File: config.mk
export PLATFORM = sky130hd
export DESIGN_NAME = seg_capture
export DESIGN_NICKNAME = d
export VERILOG_FILES = /design/src/rtl/seg_pkg.sv /design/src/rtl/seg_pattern_to_bcd.sv /design/src/rtl/seg_capture.sv
export SDC_FILE = /design/constraint.sdc
export NUM_CORES = 1
export LEC_CHECK = 0
export CORE_MARGIN = 2
export CORE_UTILIZATION = 40
export DETAILED_ROUTE_END_ITERATION = 10
export PLACE_DENSITY_LB_ADDON = 0.25
export SLEW_MARGIN = 15
export SYNTH_ARGS = -nofsm -noshare
export SYNTH_HDL_FRONTEND = slang
export SYNTH_SLANG_ARGS = --single-unit
File: constraint.sdc
create_clock -name clk -period 5.4 [get_ports clk]
set_input_delay 0.81 -clock clk [delete_from_list [all_inputs] [get_ports clk]]
set_output_delay 0.81 -clock clk [all_outputs]
set_load 0.05 [all_outputs]
File: src/rtl/seg_pkg.sv
// seg_pkg: shared constants for the seven-segment capture block.
//   - Active-low segment patterns for digits 0..9 (bit0 = segment a ... bit6 = segment g)
//   - SEG_BLANK, the all-segments-off pattern
//   - Idle values loaded into the input register on reset
//   - Default stability window length
//   - Helper that returns the position of the low bit in an active-low digit enable
package seg_pkg;

  localparam int unsigned STABLE_CYCLES_DEF = 4;

  localparam logic [6:0] SEG_0     = 7'b1000000;
  localparam logic [6:0] SEG_1     = 7'b1111001;
  localparam logic [6:0] SEG_2     = 7'b0100100;
  localparam logic [6:0] SEG_3     = 7'b0110000;
  localparam logic [6:0] SEG_4     = 7'b0011001;
  localparam logic [6:0] SEG_5     = 7'b0010010;
  localparam logic [6:0] SEG_6     = 7'b0000010;
  localparam logic [6:0] SEG_7     = 7'b1111000;
  localparam logic [6:0] SEG_8     = 7'b0000000;
  localparam logic [6:0] SEG_9     = 7'b0011000;
  localparam logic [6:0] SEG_BLANK = 7'b1111111;

  localparam logic [7:0] AN_IDLE   = 8'hFF;
  localparam logic [6:0] CATH_IDLE = 7'h7F;

  // Index of a low bit in an active-low enable. Meaningful only when
  // exactly one bit is low; callers qualify it with a one-hot check.
  function automatic logic [2:0] low_pos(input logic [7:0] an);
    logic [2:0] p;
    p = '0;
    for (int i = 0; i < 8; i++) begin
      if (!an[i]) p = 3'(i);
    end
    return p;
  endfunction

endpackage

File: src/rtl/seg_pattern_to_bcd.sv
// seg_pattern_to_bcd: combinational seven-segment pattern to BCD lookup.
// Ports:
//   cathode_i [6:0]  active-low segment pattern (bit0 = a ... bit6 = g)
//   bcd_o     [3:0]  decoded digit, 0 when the pattern is not a digit
//   hit_o            1 when the pattern is one of the ten digit patterns
module seg_pattern_to_bcd
  import seg_pkg::*;
(
  input  logic [6:0] cathode_i,
  output logic [3:0] bcd_o,
  output logic       hit_o
);

  always_comb begin
    bcd_o = 4'd0;
    hit_o = 1'b1;
    case (cathode_i)
      SEG_0:   bcd_o = 4'd0;
      SEG_1:   bcd_o = 4'd1;
      SEG_2:   bcd_o = 4'd2;
      SEG_3:   bcd_o = 4'd3;
      SEG_4:   bcd_o = 4'd4;
      SEG_5:   bcd_o = 4'd5;
      SEG_6:   bcd_o = 4'd6;
      SEG_7:   bcd_o = 4'd7;
      SEG_8:   bcd_o = 4'd8;
      SEG_9:   bcd_o = 4'd9;
      default: hit_o = 1'b0;
    endcase
  end

endmodule

File: src/rtl/seg_capture.sv
// seg_capture: watches a multiplexed seven-segment display bus and captures
// the BCD value shown on each of eight digit positions once the bus has been
// stable for STABLE_CYCLES consecutive samples.
// Ports:
//   clk, reset          single clock, synchronous active-high reset
//   cathode [6:0]       active-low segment bus (bit0 = a ... bit6 = g)
//   AN      [7:0]       active-low digit enables
//   err_clr             clears the sticky err flag (a simultaneous new error wins)
//   digits  [31:0]      captured BCD, digit i at [4i+3:4i]
//   digit_valid [7:0]   bit i set once digit i has been captured
//   update              one-cycle pulse when digits/digit_valid change
//   err                 sticky: illegal segment pattern or multiple enables low
// Build option: define SEG_CAPTURE_BLANK_EN to make an accepted all-off
// pattern on a single position invalidate that digit instead of flagging err.
module seg_capture
  import seg_pkg::*;
#(
  parameter int unsigned STABLE_CYCLES = STABLE_CYCLES_DEF
) (
  input  logic        clk,
  input  logic        reset,
  input  logic [6:0]  cathode,
  input  logic [7:0]  AN,
  input  logic        err_clr,
  output logic [31:0] digits,
  output logic [7:0]  digit_valid,
  output logic        update,
  output logic        err
);

  localparam logic [7:0] CNT_MAX = 8'(STABLE_CYCLES - 1);
  // Output write lands on the same edge the counter reaches CNT_MAX,
  // so the decision is taken while the counter still reads one less.
  localparam logic [7:0] CNT_ACC = 8'(STABLE_CYCLES - 2);

  logic [14:0] samp_q, prev_q;
  logic [7:0]  cnt_q, cnt_d;
  logic [31:0] digits_q, digits_d;
  logic [7:0]  valid_q, valid_d;
  logic        update_q, update_d;
  logic        err_q, err_d;

  logic [7:0]  samp_an;
  logic [6:0]  samp_cath;
  logic        stable, accept, one_hot, none_sel, hit, err_set;
  logic [2:0]  pos;
  logic [3:0]  bcd;

  assign samp_an   = samp_q[14:7];
  assign samp_cath = samp_q[6:0];
  assign stable    = (samp_q == prev_q);
  assign accept    = stable && (cnt_q == CNT_ACC);
  assign one_hot   = $onehot(~samp_an);
  assign none_sel  = (samp_an == AN_IDLE);
  assign pos       = low_pos(samp_an);

  seg_pattern_to_bcd u_lookup (
    .cathode_i (samp_cath),
    .bcd_o     (bcd),
    .hit_o     (hit)
  );

  always_comb begin
    cnt_d    = '0;
    digits_d = digits_q;
    valid_d  = valid_q;
    update_d = 1'b0;
    err_set  = 1'b0;

    if (stable) begin
      cnt_d = (cnt_q == CNT_MAX) ? cnt_q : cnt_q + 8'd1;
    end

    if (accept) begin
      if (one_hot) begin
        if (hit) begin
          digits_d[{pos, 2'b00} +: 4] = bcd;
          valid_d[pos]                = 1'b1;
          update_d                    = 1'b1;
        end
`ifdef SEG_CAPTURE_BLANK_EN
        else if (samp_cath == SEG_BLANK) begin
          valid_d[pos] = 1'b0;
          update_d     = 1'b1;
        end
`endif
        else begin
          err_set = 1'b1;
        end
      end else if (!none_sel) begin
        err_set = 1'b1;
      end
    end

    err_d = err_set | (err_q & ~err_clr);
  end

  always_ff @(posedge clk) begin
    if (reset) begin
      samp_q   <= {AN_IDLE, CATH_IDLE};
      prev_q   <= {AN_IDLE, CATH_IDLE};
      cnt_q    <= '0;
      digits_q <= '0;
      valid_q  <= '0;
      update_q <= 1'b0;
      err_q    <= 1'b0;
    end else begin
      samp_q   <= {AN, cathode};
      prev_q   <= samp_q;
      cnt_q    <= cnt_d;
      digits_q <= digits_d;
      valid_q  <= valid_d;
      update_q <= update_d;
      err_q    <= err_d;
    end
  end

  assign digits      = digits_q;
  assign digit_valid = valid_q;
  assign update      = update_q;
  assign err         = err_q;

endmodule
## After elaboration in Yosys (flattened, before gate mapping)

Index checks and enable logic that the tools add are counted.

| storage, ports and cells | value |
|---|---|
| flip-flop bits (word level) | 80 |
| latch bits | 0 |
| bits in writable memories | 0 |
| bits in read-only memories | 0 |
| input port bits | 18 |
| output and inout bits | 42 |
| word-level logic and storage cells | 66 |
| memories | 0 |

| cells by class | value |
|---|---|
| add/subtract/negate cells | 9 |
| $mul | 0 |
| div/mod/pow operators | 0 |
| magnitude comparators | 2 |
| eq/ne operators | 14 |
| shift operators | 2 |
| mux-type cells | 17 |
| bitwise gates (word level) | 8 |
| reductions and logical operators | 7 |

Operator list:

| kind | count |
|---|---|
| one-hot mux 4 bit (9 select lines) | 1 |
| bitwise mux 32 bit | 1 |
| variable shift 4 x 7 -> 32 bit (first input constant) | 1 |
| indexed part select 4 x 7 -> 32 bit | 1 |
| == test 7 x 5 -> 1 bit (second input constant) | 3 |
| == test 7 bit (second input constant) | 3 |
| 2-to-1 mux 3 bit | 6 |
| == test 8 x 2 -> 1 bit (second input constant) | 2 |
| == test 15 bit | 1 |
| == test 7 x 6 -> 1 bit (second input constant) | 2 |
| OR reduction 10 bit | 1 |
| adder 1 x 1 -> 2 bit | 4 |
| adder 8 x 1 -> 8 bit (second input constant) | 1 |
| == test 8 bit (second input constant) | 1 |
| 2-to-1 mux 1 bit | 8 |
| NOT 8 bit | 1 |
| OR 8 bit | 1 |
| == test 7 x 2 -> 1 bit (second input constant) | 1 |
| logical NOT 7 bit | 1 |
| negation 5 -> 7 bit | 1 |
| adder 2 x 2 -> 3 bit | 2 |
| adder 3 x 3 -> 4 bit | 1 |
| == test 4 x 1 -> 1 bit (second input constant) | 1 |
| less-than comparator 3 x 4 -> 1 bit (second input constant) | 1 |
| 9 further kinds | 13 |

## Longest topological paths before layout

Gate-level depths: netlist of run 1.

| logic depth | value |
|---|---|
| depth after elaboration | 12 |
| gate-level depth with buffers | 13 |

## Cells and area by module

A second synthesis of run 1 with hierarchy kept.

| unflattened totals | value |
|---|---|
| cells, all modules | 389 |
| area total of the unflattened synthesis | 3741.1 µm² |

By module, submodules not included:

| module | instances | cells an instance | area each (µm²) | sequential area each (µm²) |
|---|---|---|---|---|
| seg_capture | 1 | 357 | 3522.1 | 1601.5 |
| seg_pattern_to_bcd | 1 | 32 | 219.0 | 0.0 |

## Least setup slack after synthesis of run 1

Ideal clock, no wire load.

| path | value |
|---|---|
| path type | register to register |
| from | register samp_q[7] |
| to | register digits_q[25], in the netlist digits[25] |
| library setup time | 72 ps |
| arrival | 4086 ps |
| setup slack | 1243 ps |
| cell stages (with the launch flop) | 14 |
| path through | dfxtp_1 -> fa_1 -> inv_1 -> fa_1 -> fa_1 -> ha_1 -> inv_1 -> fa_1 -> and4b_1 -> a21oi_1 -> or3_1 -> a2111oi_0 -> and4b_1 -> mux2i_1 |

| on the way | value |
|---|---|
| longest elaborated chain between the ends | 6 |
| elaborated cells on any way between the ends | 8 |
| those cells by class | 3 x add/sub; 2 x eq/ne; 1 x bitwise; 2 x reduce/logical |

Ends and longest elaborated chain:

| what | RTL line | source |
|---|---|---|
| start, declared | seg_capture.sv:36 | `logic [14:0] samp_q, prev_q;` |
| start signal, assigned | seg_capture.sv:100 | `samp_q <= {AN_IDLE, CATH_IDLE};` |
| start signal, assigned | seg_capture.sv:108 | `samp_q <= {AN, cathode};` |
| NOT 8 bit | seg_capture.sv:53 | `assign one_hot = $onehot(~samp_an);` |
| adder 1 x 1 -> 2 bit (implied by the code) | seg_capture.sv:53 |  |
| adder 2 x 2 -> 3 bit (implied by the code) | seg_capture.sv:53 |  |
| adder 3 x 3 -> 4 bit (implied by the code) | seg_capture.sv:53 |  |
| == test 4 x 1 -> 1 bit | seg_capture.sv:53 |  |
| AND reduction 3 bit (no line) (*) | - |  |
| end signal, assigned | seg_capture.sv:111 | `digits_q <= digits_d;` |
| end, declared | seg_capture.sv:38 | `logic [31:0] digits_q, digits_d;` |

Every way passes the cells marked *; elsewhere a longest branch is shown, timed or not.
A chain may end at the register's enable or synchronous reset.

## Final worst setup path of run 1

| path | value |
|---|---|
| from | register samp_q[10] |
| to | register digits_q[25], in the netlist digits[25] |

| on the way | value |
|---|---|
| longest elaborated chain between the ends | 8 |
| elaborated cells on any way between the ends | 17 |
| those cells by class | 4 x add/sub; 2 x eq/ne; 2 x shift; 6 x mux; 1 x bitwise; 2 x reduce/logical |

Ends and longest elaborated chain:

| what | RTL line | source |
|---|---|---|
| 2-to-1 mux 3 bit (5 in series) | seg_pkg.sv:32 | `if (!an[i]) p = 3'(i);` |
| negation 5 -> 7 bit | seg_capture.sv:77 | `digits_d[{pos, 2'b00} +: 4] = bcd;` |
| indexed part select 4 x 7 -> 32 bit / variable shift 4 x 7 -> 32 bit (equally long branches) | seg_capture.sv:77 |  |
| bitwise mux 32 bit | seg_capture.sv:77 |  |

Several ways; a longest one is shown, not always the timed one.

==> results.sh, run 1 <==
export IMPL_outcome="completed"
export IMPL_relSlewSlack_pct=46.4
export IMPL_fmax_ghz=0.214
export IMPL_ir_worst_vdd_mv=0.131
export IMPL_start_util_pct=41.4
export IMPL_drt_total_wl_um=7510
export IMPL_ys_seq_area_share_pct=44.1
export IMPL_num_rows=34
export IMPL_synth_edf_count=0
export IMPL_tns_ns=0
export IMPL_core_area_um2=8760
export IMPL_cts_buffer_depth=2
export IMPL_yosysUniqueCellTypes=42
export IMPL_worst_slack_ns=0.724
export IMPL_die_width_um=99.2
export IMPL_crit_path_end_kind="register"
export IMPL_ant_nets=0
export IMPL_diodes=0
export IMPL_leakage_nw=1.74
export IMPL_yosysWarnings=0
export IMPL_post_drt_wl_per_cell_um=13.9
export IMPL_async_flop_share_pct=0
export IMPL_cts_setup_buffers=0
export IMPL_grt_max_degree=41
export IMPL_p_per_area_nw_per_um2=282
export IMPL_die_area_um2=9850
export IMPL_min_period_ns=4.68
export IMPL_fillerInstances=824
export IMPL_critPathMaxFanout=8
export IMPL_hold_viol_final=0
export IMPL_syn_cell_area_um2=3630
export IMPL_postCtsResizedCells=0
export IMPL_final_util_pct=51.6
export IMPL_hold_buffers=0
export IMPL_num_io_pins=60
export IMPL_maxCapViolations=0
export IMPL_synth_nets=405
export IMPL_dp_slack_ns=0.832
export IMPL_area_growth_syn_to_layout_pct=24.5
export IMPL_vias_per_cell=5.01
export IMPL_period_share_pct=86.6
export IMPL_final_cell_area_um2=4520
export IMPL_portBuffers=59
export IMPL_gp_congestion=0.837
export IMPL_start_kind="register"
export IMPL_grt_first_pass_wirelength_um=12700
export IMPL_cts_root_buf="clkbuf_8"
export IMPL_syn_mean_instance_area_um2=9.68
export IMPL_antenna_found_initial=0
export IMPL_overflow=0
export IMPL_vias=2718
export IMPL_report_final_slew_viol_count=0
export IMPL_clock_latency_ns=0.35
export IMPL_first_iter_violations=73
export IMPL_rsz0062_at_grt="false"
export IMPL_critical_path_required_ns=5.67
export IMPL_ys_flop_type="dfxtp_1"
export IMPL_die_height_um=99.2
export IMPL_drive_gt1_share_pct=12.7
export IMPL_synth_seq_cells=80
export IMPL_h_tree_depth=3
export IMPL_hp_class="register to register"
export IMPL_power_total_mw=1.27
export IMPL_dp_final_hpwl_um=5410
export IMPL_setup_viol=0
export IMPL_post_dp_cell_area_um2=4260
export IMPL_cts_tree="yes"
export IMPL_nets=459
export IMPL_drc=0
export IMPL_max_slew_worst_pin_slew_ns=0.783
export IMPL_grt_pass1_vias=2708
export IMPL_cp_arrival_ns=4.95
export IMPL_cts_buffers=9
export IMPL_synthCells=375
export IMPL_crit_type="register to register"
export IMPL_skew_ns=0.00819
export IMPL_path_clk_slew_ns=0.08
export IMPL_track_usage_pct=16.1
export IMPL_first_pass_iters=4
export IMPL_clock_sinks=80
## area by class of cell
type / count / area [um^2] / area share (%)
well taps: 108 / 135 / 2.99
inverters: 22 / 82.6 / 1.83
multi-input cells: 256 / 1850 / 41.0
clock buffers: 12 / 155 / 3.43
repair buffers: 60 / 593 / 13.1
clock inverters: 4 / 98.8 / 2.19
flip-flops and latches: 80 / 1600 / 35.4
## report_power, final
part | internal [mW] | switching (mW)
logic | 0.0524 | 0.0593
registers | 0.600 | 0.0149
clock network | 0.334 | 0.212
## worst paths after layout
check / startpoint / to / slack [ns] / cells past startpoint
hold reg to reg: digit_valid[1] / digit_valid[1] / 0.47 / 2
setup / recovery: samp_q[10] / digits[25] / 0.72 / 13
hold / removal: digit_valid[1] / digit_valid[1] / 0.47 / 2
setup reg to reg: samp_q[10] / digits[25] / 0.72 / 13
## routing by layer
layer  GRT usage (%)  share of wire, %  vias to the layer above
li1                -                 -                     1370
met1            20.5                48                     1276
met2            25.7                46                       64
met3            3.09               5.0                        8
met4            8.96               1.4                        0
met5               0                 0                        -
## flip-flops by register name (all words and copies together), names as in the netlist
register     cells
digits          32
prev_q          15
samp_q          15
cnt_q            8
digit_valid      8
err              1
update           1
## kinds of logic (layout without fill, tap and decap cells)
| logic type | after synthesis | after routing | share of synthesized area [%] |
|---|---|---|---|
| fa+ha+maj | 12 | 12 | 4.97 |
| mux | 32 | 32 | 8.86 |
| flops | 80 | 80 | 44.1 |
| compound gates | 29 | 29 | 6.00 |
| xor+xnor | 24 | 24 | 5.79 |
| simple gates | 159 | 159 | 25.4 |
| buf+inv | 39 | 98 | 4.83 |
## Yosys cell counts (all sizes together) (2+ instances only)
| master | n | area (um^2) |
|---|---|---|
| nor3 | 9 | 45.0 |
| xnor2 | 6 | 52.6 |
| xor2 | 18 | 158 |
| and3 | 5 | 31.3 |
| o22ai | 4 | 25.0 |
| nand4b | 2 | 17.5 |
| dfxtp | 80 | 1600 |
| nand2b | 37 | 231 |
| or3 | 4 | 30.0 |
| a211oi | 3 | 22.5 |
| or2 | 32 | 200 |
| a21oi | 7 | 35.0 |
| ha | 8 | 100 |
| nor4 | 5 | 31.3 |
| nand2 | 13 | 48.8 |
| clkbuf | 9 | 33.8 |
| nor2 | 21 | 78.8 |
| inv | 22 | 82.6 |
| nand3b | 3 | 22.5 |
| mux2i | 31 | 310 |
| fa | 4 | 80.1 |
| o21ai | 4 | 20.0 |
| o32ai | 4 | 35.0 |
| buf | 8 | 58.8 |
| and4b | 4 | 40.0 |
| nor2b | 2 | 12.5 |
| nand4 | 4 | 25.0 |
| nand3 | 14 | 70.1 |
## stage by stage
stage | std cells | hold WS, ns
2_1_floorplan | 375 | 0.471
3_3_place_gp | 526 | 0.450
3_5_place_dp | 526 | 0.458
4_1_cts | 542 | 0.473
5_1_grt | 542 | 0.496
6_report | 542 | 0.466
## cell usage in the layout, fill, tap and decap left out, drive strengths merged, types with 5 or more instances in the layout
master,instances
a21oi,7
and3,5
clkbuf,12
clkdlybuf4s50,58
dfxtp,80
ha,8
inv,23
mux2i,31
nand2,13
nand2b,37
nand3,14
nor2,21
nor3,9
nor4,5
or2,32
xnor2,6
xor2,18
## worst max-delay path, cell delays in order (launching register included)
cell and delay, ns:
dfxtp_1 0.50, fa_1 0.47, inv_1 0.08, fa_1 0.43, fa_1 0.51, ha_1 0.16
inv_1 0.05, fa_1 0.51, and4b_1 0.20, a21oi_1 0.14, or3_1 0.33, a2111oi_0 0.67
and4b_1 0.36, mux2i_1 0.19
No activity file was read; power rests on OpenSTA's default activity.
==> run 2: changes to the inputs <==
--- a/config.mk
+++ b/config.mk
@@ -5,10 +5,11 @@
 export SDC_FILE = /design/constraint.sdc
 export NUM_CORES = 1
 export LEC_CHECK = 0
+export CORE_ASPECT_RATIO = 0.5
 export CORE_MARGIN = 2
 export CORE_UTILIZATION = 40
 export DETAILED_ROUTE_END_ITERATION = 10
-export PLACE_DENSITY_LB_ADDON = 0.25
+export PLACE_DENSITY = 0.72
 export SLEW_MARGIN = 15
 export SYNTH_ARGS = -nofsm -noshare
 export SYNTH_HDL_FRONTEND = slang
==> results.sh, run 2 (synthesis results as in run 1) <==
export IMPL_diodes=0
export IMPL_ir_worst_vdd_mv=0.204
export IMPL_setup_viol=0
export IMPL_dp_cells=535
export IMPL_report_final_slew_viol_count=0
export IMPL_tns_ns=0
export IMPL_area_growth_syn_to_layout_pct=25.7
export IMPL_vias=2670
export IMPL_drt_total_wl_um=7440
export IMPL_leakage_nw=1.75
export IMPL_clock_latency_ns=0.33
export IMPL_mostFrequentLayoutCells="80 x dfxtp_1, 58 x clkdlybuf4s50_1, 37 x nand2b_1"
export IMPL_min_period_ns=4.54
export IMPL_start_kind="register"
export IMPL_cp_arrival_ns=4.81
export IMPL_outcome="completed"
export IMPL_antenna_found_initial=0
export IMPL_core_area_um2=8770
export IMPL_num_io_pins=60
export IMPL_track_usage_pct=15.7
export IMPL_critPathMaxFanout=8
export IMPL_instances_no_fill=551
export IMPL_power_total_mw=1.30
export IMPL_start_util_pct=41.4
export IMPL_grt_first_pass_wirelength_um=12300
export IMPL_first_iter_violations=203
export IMPL_cts_setup_buffers=0
export IMPL_grt_max_degree=42
export IMPL_dp_slack_ns=0.887
export IMPL_drive_gt1_share_pct=12.7
export IMPL_worst_slack_ns=0.858
export IMPL_period_share_pct=84.1
export IMPL_cts_root_buf="clkbuf_16"
export IMPL_vias_per_cell=4.85
export IMPL_hp_class="register to register"
export IMPL_fin_hold_ws_ns=0.459
export IMPL_path_clk_slew_ns=0.06
export IMPL_crit_type="register to register"
export IMPL_num_rows=24
export IMPL_final_util_pct=52.0
export IMPL_clock_sinks=80
export IMPL_p_per_area_nw_per_um2=284
export IMPL_fmax_ghz=0.220
export IMPL_maxCapViolations=0
export IMPL_fillerInstances=797
export IMPL_ant_nets=0
export IMPL_largest_reg_flops=32
export IMPL_multi_input_area_um2=1850
export IMPL_nets=459
export IMPL_h_tree_depth=3
export IMPL_cts_tree="yes"
export IMPL_crit_path_end_kind="register"
export IMPL_max_slew_worst_pin_slew_ns=0.788
export IMPL_first_pass_iters=4
export IMPL_grt_pass1_vias=2456
export IMPL_postCtsResizedCells=0
export IMPL_mostFrequentLayoutCell="dfxtp_1"
export IMPL_die_area_um2=9900
export IMPL_relSlewSlack_pct=47.0
export IMPL_hold_buffers=0
export IMPL_skew_ns=0.00736
export IMPL_regArea_um2=1600
export IMPL_portBuffers=59
export IMPL_hold_viol_final=0
export IMPL_gp_congestion=0.828
export IMPL_dp_final_hpwl_um=5390
export IMPL_die_height_um=71.3
export IMPL_post_dp_cell_area_um2=4280
export IMPL_drc=0
export IMPL_cts_buffers=9
export IMPL_rsz0062_at_grt="false"
export IMPL_post_drt_wl_per_cell_um=13.5
export IMPL_cts_buffer_depth=2
export IMPL_die_width_um=139
export IMPL_overflow=0
export IMPL_final_cell_area_um2=4560
export IMPL_critical_path_required_ns=5.66
## run 2: cell count changes in the layout (fill, tap and decap cells not counted)
cell / before / now
clkbuf_16: 0 / 9
clkbuf_8: 11 / 2
bufinv_16: 3 / 0
clkinv_2: 0 / 2
clkinv_4: 0 / 1
## run 2: final timing paths
kind                                startpoint        endpoint  slack, ns  cells after the start
worst max register to register      samp_q[10]      digits[25]       0.86                     13
worst min register to register  digit_valid[0]  digit_valid[0]       0.46                      2
worst max-delay path                samp_q[10]      digits[25]       0.86                     13
worst min-delay path            digit_valid[0]  digit_valid[0]       0.46                      2
## run 2: cell type report
class	count	share of cell area, %
Clock inverter	4	0.604
Tap cell	117	3.21
Timing Repair Buffer	60	13.0
Multi-Input combinational cell	256	40.6
Sequential cell	80	35.1
Clock buffer	12	5.63
Inverter	22	1.81
## run 2: worst max-delay path, stage by stage (launching register included)
cell       delay (ns)
dfxtp_1          0.49
fa_1             0.46
inv_1            0.07
fa_1             0.42
fa_1             0.50
ha_1             0.15
inv_1            0.05
fa_1             0.49
and4b_1          0.18
a21oi_1          0.12
or3_1            0.33
a2111oi_0        0.66
and4b_1          0.36
mux2i_1          0.18
## run 2: per-layer routing
layer | share of wire, % | up-vias | GRT usage (%)
li1 | - | 1380 | -
met1 | 54 | 1230 | 23.2
met2 | 40 | 55 | 21.7
met3 | 4.6 | 5 | 5.68
met4 | 0.81 | 0 | 4.04
met5 | 0 | - | 0
## run 2: power breakdown
part | internal, mW | leakage [nW] | switching [mW] | total, mW
sequential | 0.601 | 0.652 | 0.0149 | 0.616
clock | 0.337 | 0.143 | 0.234 | 0.571
combinational | 0.0514 | 0.959 | 0.0576 | 0.109
==> run 3: changes to the inputs <==
==> constraint.sdc (replaced) <==
create_clock -name clk -period 4.26 [get_ports clk]
set_input_delay 0.639 -clock clk [delete_from_list [all_inputs] [get_ports clk]]
set_output_delay 0.639 -clock clk [all_outputs]
set_load 0.05 [all_outputs]
==> results.sh, run 3 (synthesis results as in run 1) <==
export IMPL_drive_gt1_share_pct=15.8
export IMPL_clock_latency_ns=0.34
export IMPL_ant_nets=0
export IMPL_critical_path_required_ns=4.52
export IMPL_post_drt_wl_per_cell_um=13.8
export IMPL_fillerInstances=839
export IMPL_core_area_um2=8770
export IMPL_min_period_ns=4.16
export IMPL_cp_common_cell="fa_1"
export IMPL_critPathMaxFanout=3
export IMPL_grt_first_pass_wirelength_um=13200
export IMPL_dp_cells=544
export IMPL_area_growth_syn_to_layout_pct=28.7
export IMPL_drc=0
export IMPL_h_tree_depth=3
export IMPL_relSlewSlack_pct=55.7
export IMPL_crit_type="register to register"
export IMPL_vias_per_cell=4.93
export IMPL_cp_arrival_ns=4.41
export IMPL_die_width_um=139
export IMPL_outcome="completed"
export IMPL_cp_cell_sequence="fa_1, inv_1, fa_1, fa_1, ha_2, inv_2, fa_1, and4b_1, a21oi_2, or3_4, a2111oi_4, buf_4, and4b_1, mux2i_1"
export IMPL_vias=2764
export IMPL_cts_buffers=9
export IMPL_num_io_pins=60
export IMPL_critPathSlowestCell="fa_1"
export IMPL_gp_congestion=0.788
export IMPL_regArea_um2=1610
export IMPL_cts_buffer_depth=2
export IMPL_cts_tree="yes"
export IMPL_leakage_nw=1.80
export IMPL_p_per_area_nw_per_um2=355
export IMPL_instances_no_fill=561
export IMPL_largest_reg_flops=32
export IMPL_drt_total_wl_um=7750
export IMPL_portBuffers=59
export IMPL_setup_viol=0
export IMPL_start_util_pct=41.4
export IMPL_skew_ns=0.00657
export IMPL_dp_final_hpwl_um=5630
export IMPL_start_kind="register"
export IMPL_maxCapViolations=0
export IMPL_diodes=0
export IMPL_report_final_slew_viol_count=0
export IMPL_fmax_ghz=0.241
export IMPL_crit_path_end_kind="register"
export IMPL_track_usage_pct=16.8
export IMPL_slowest_delay_ns=0.53
export IMPL_max_slew_worst_pin_slew_ns=0.659
export IMPL_overflow=0
export IMPL_nets=469
export IMPL_clock_sinks=80
export IMPL_ir_worst_vdd_mv=0.202
export IMPL_hold_buffers=0
export IMPL_rsz0062_at_grt="true"
export IMPL_grt_pass1_vias=2706
export IMPL_die_height_um=71.3
export IMPL_first_pass_iters=4
export IMPL_period_share_pct=97.6
export IMPL_hold_viol_final=0
export IMPL_grt_max_degree=45
export IMPL_cts_root_buf="clkbuf_16"
export IMPL_die_area_um2=9900
export IMPL_mostFrequentLayoutCells="79 x dfxtp_1, 58 x clkdlybuf4s50_1, 37 x nand2b_1"
export IMPL_first_iter_violations=192
export IMPL_antenna_found_initial=0
export IMPL_num_rows=24
export IMPL_multi_input_area_um2=1880
export IMPL_mostFrequentLayoutCell="dfxtp_1"
export IMPL_hp_class="register to register"
export IMPL_path_clk_slew_ns=0.05
export IMPL_power_total_mw=1.66
## run 3: what timing repair did
action                     4_1_cts  5_1_grt
setup buffers                    0        1
setup endpoints to repair        0       13
gates resized for setup          0        9
hold endpoints to repair         0        0
## run 3: routing by layer
metal  wire (um)  vias up  global-route usage [%]
li1            -     1397                       -
met1        3860     1295                    23.7
met2        3400       65                    24.3
met3         408        7                    5.15
met4          82        0                    6.51
met5           0        -                       0
## run 3: worst max-delay path: cells and delay by family, from the launching register on
kind / cells / cell delay, ns
compound gates: 2 / 0.34
fa+ha+maj: 5 / 2.14
buf+inv: 3 / 0.26
flops: 1 / 0.35
mux: 1 / 0.21
simple gates: 3 / 0.79
## run 3: layout make-up
class	count	share of cell area, %
Clock buffer	14	5.87
Tap cell	117	3.13
Multi-Input combinational cell	256	40.3
Timing Repair Buffer	70	14.3
Clock inverter	2	0.268
Inverter	22	1.77
Sequential cell	80	34.4
## run 3: final timing paths
path	cells past startpoint	endpoint	start	slack, ns
worst min-delay path	2	err	err	0.46
worst max-delay path	14	digits[25]	samp_q[7]	0.10
worst max register to register	14	digits[25]	samp_q[7]	0.10
worst min register to register	2	err	err	0.46
## run 3: per-stage QoR
| step | hold slack (ns) | worst slack (ns) | setup TNS (ns) | cell area, um^2 | utilization, % |
|---|---|---|---|---|---|
| floorplan | 0.471 | 0.103 | 0 | 3630 | - |
| global placement | 0.450 | 0.176 | 0 | 4340 | 49.5 |
| detailed placement | 0.456 | 0.0422 | 0 | 4340 | 49.5 |
| CTS | 0.466 | 0.0205 | 0 | 4630 | 52.8 |
| global route | 0.488 | -0.0455 | -0.0861 | 4670 | 53.3 |
| finish | 0.462 | 0.104 | 0 | 4670 | 53.3 |
## run 3: power by group
| group | switching, mW | total [mW] | internal, mW |
|---|---|---|---|
| sequential | 0.0162 | 0.778 | 0.762 |
| clock | 0.281 | 0.722 | 0.441 |
| combinational | 0.0818 | 0.159 | 0.0774 |
| total | 0.379 | 1.66 | 1.28 |
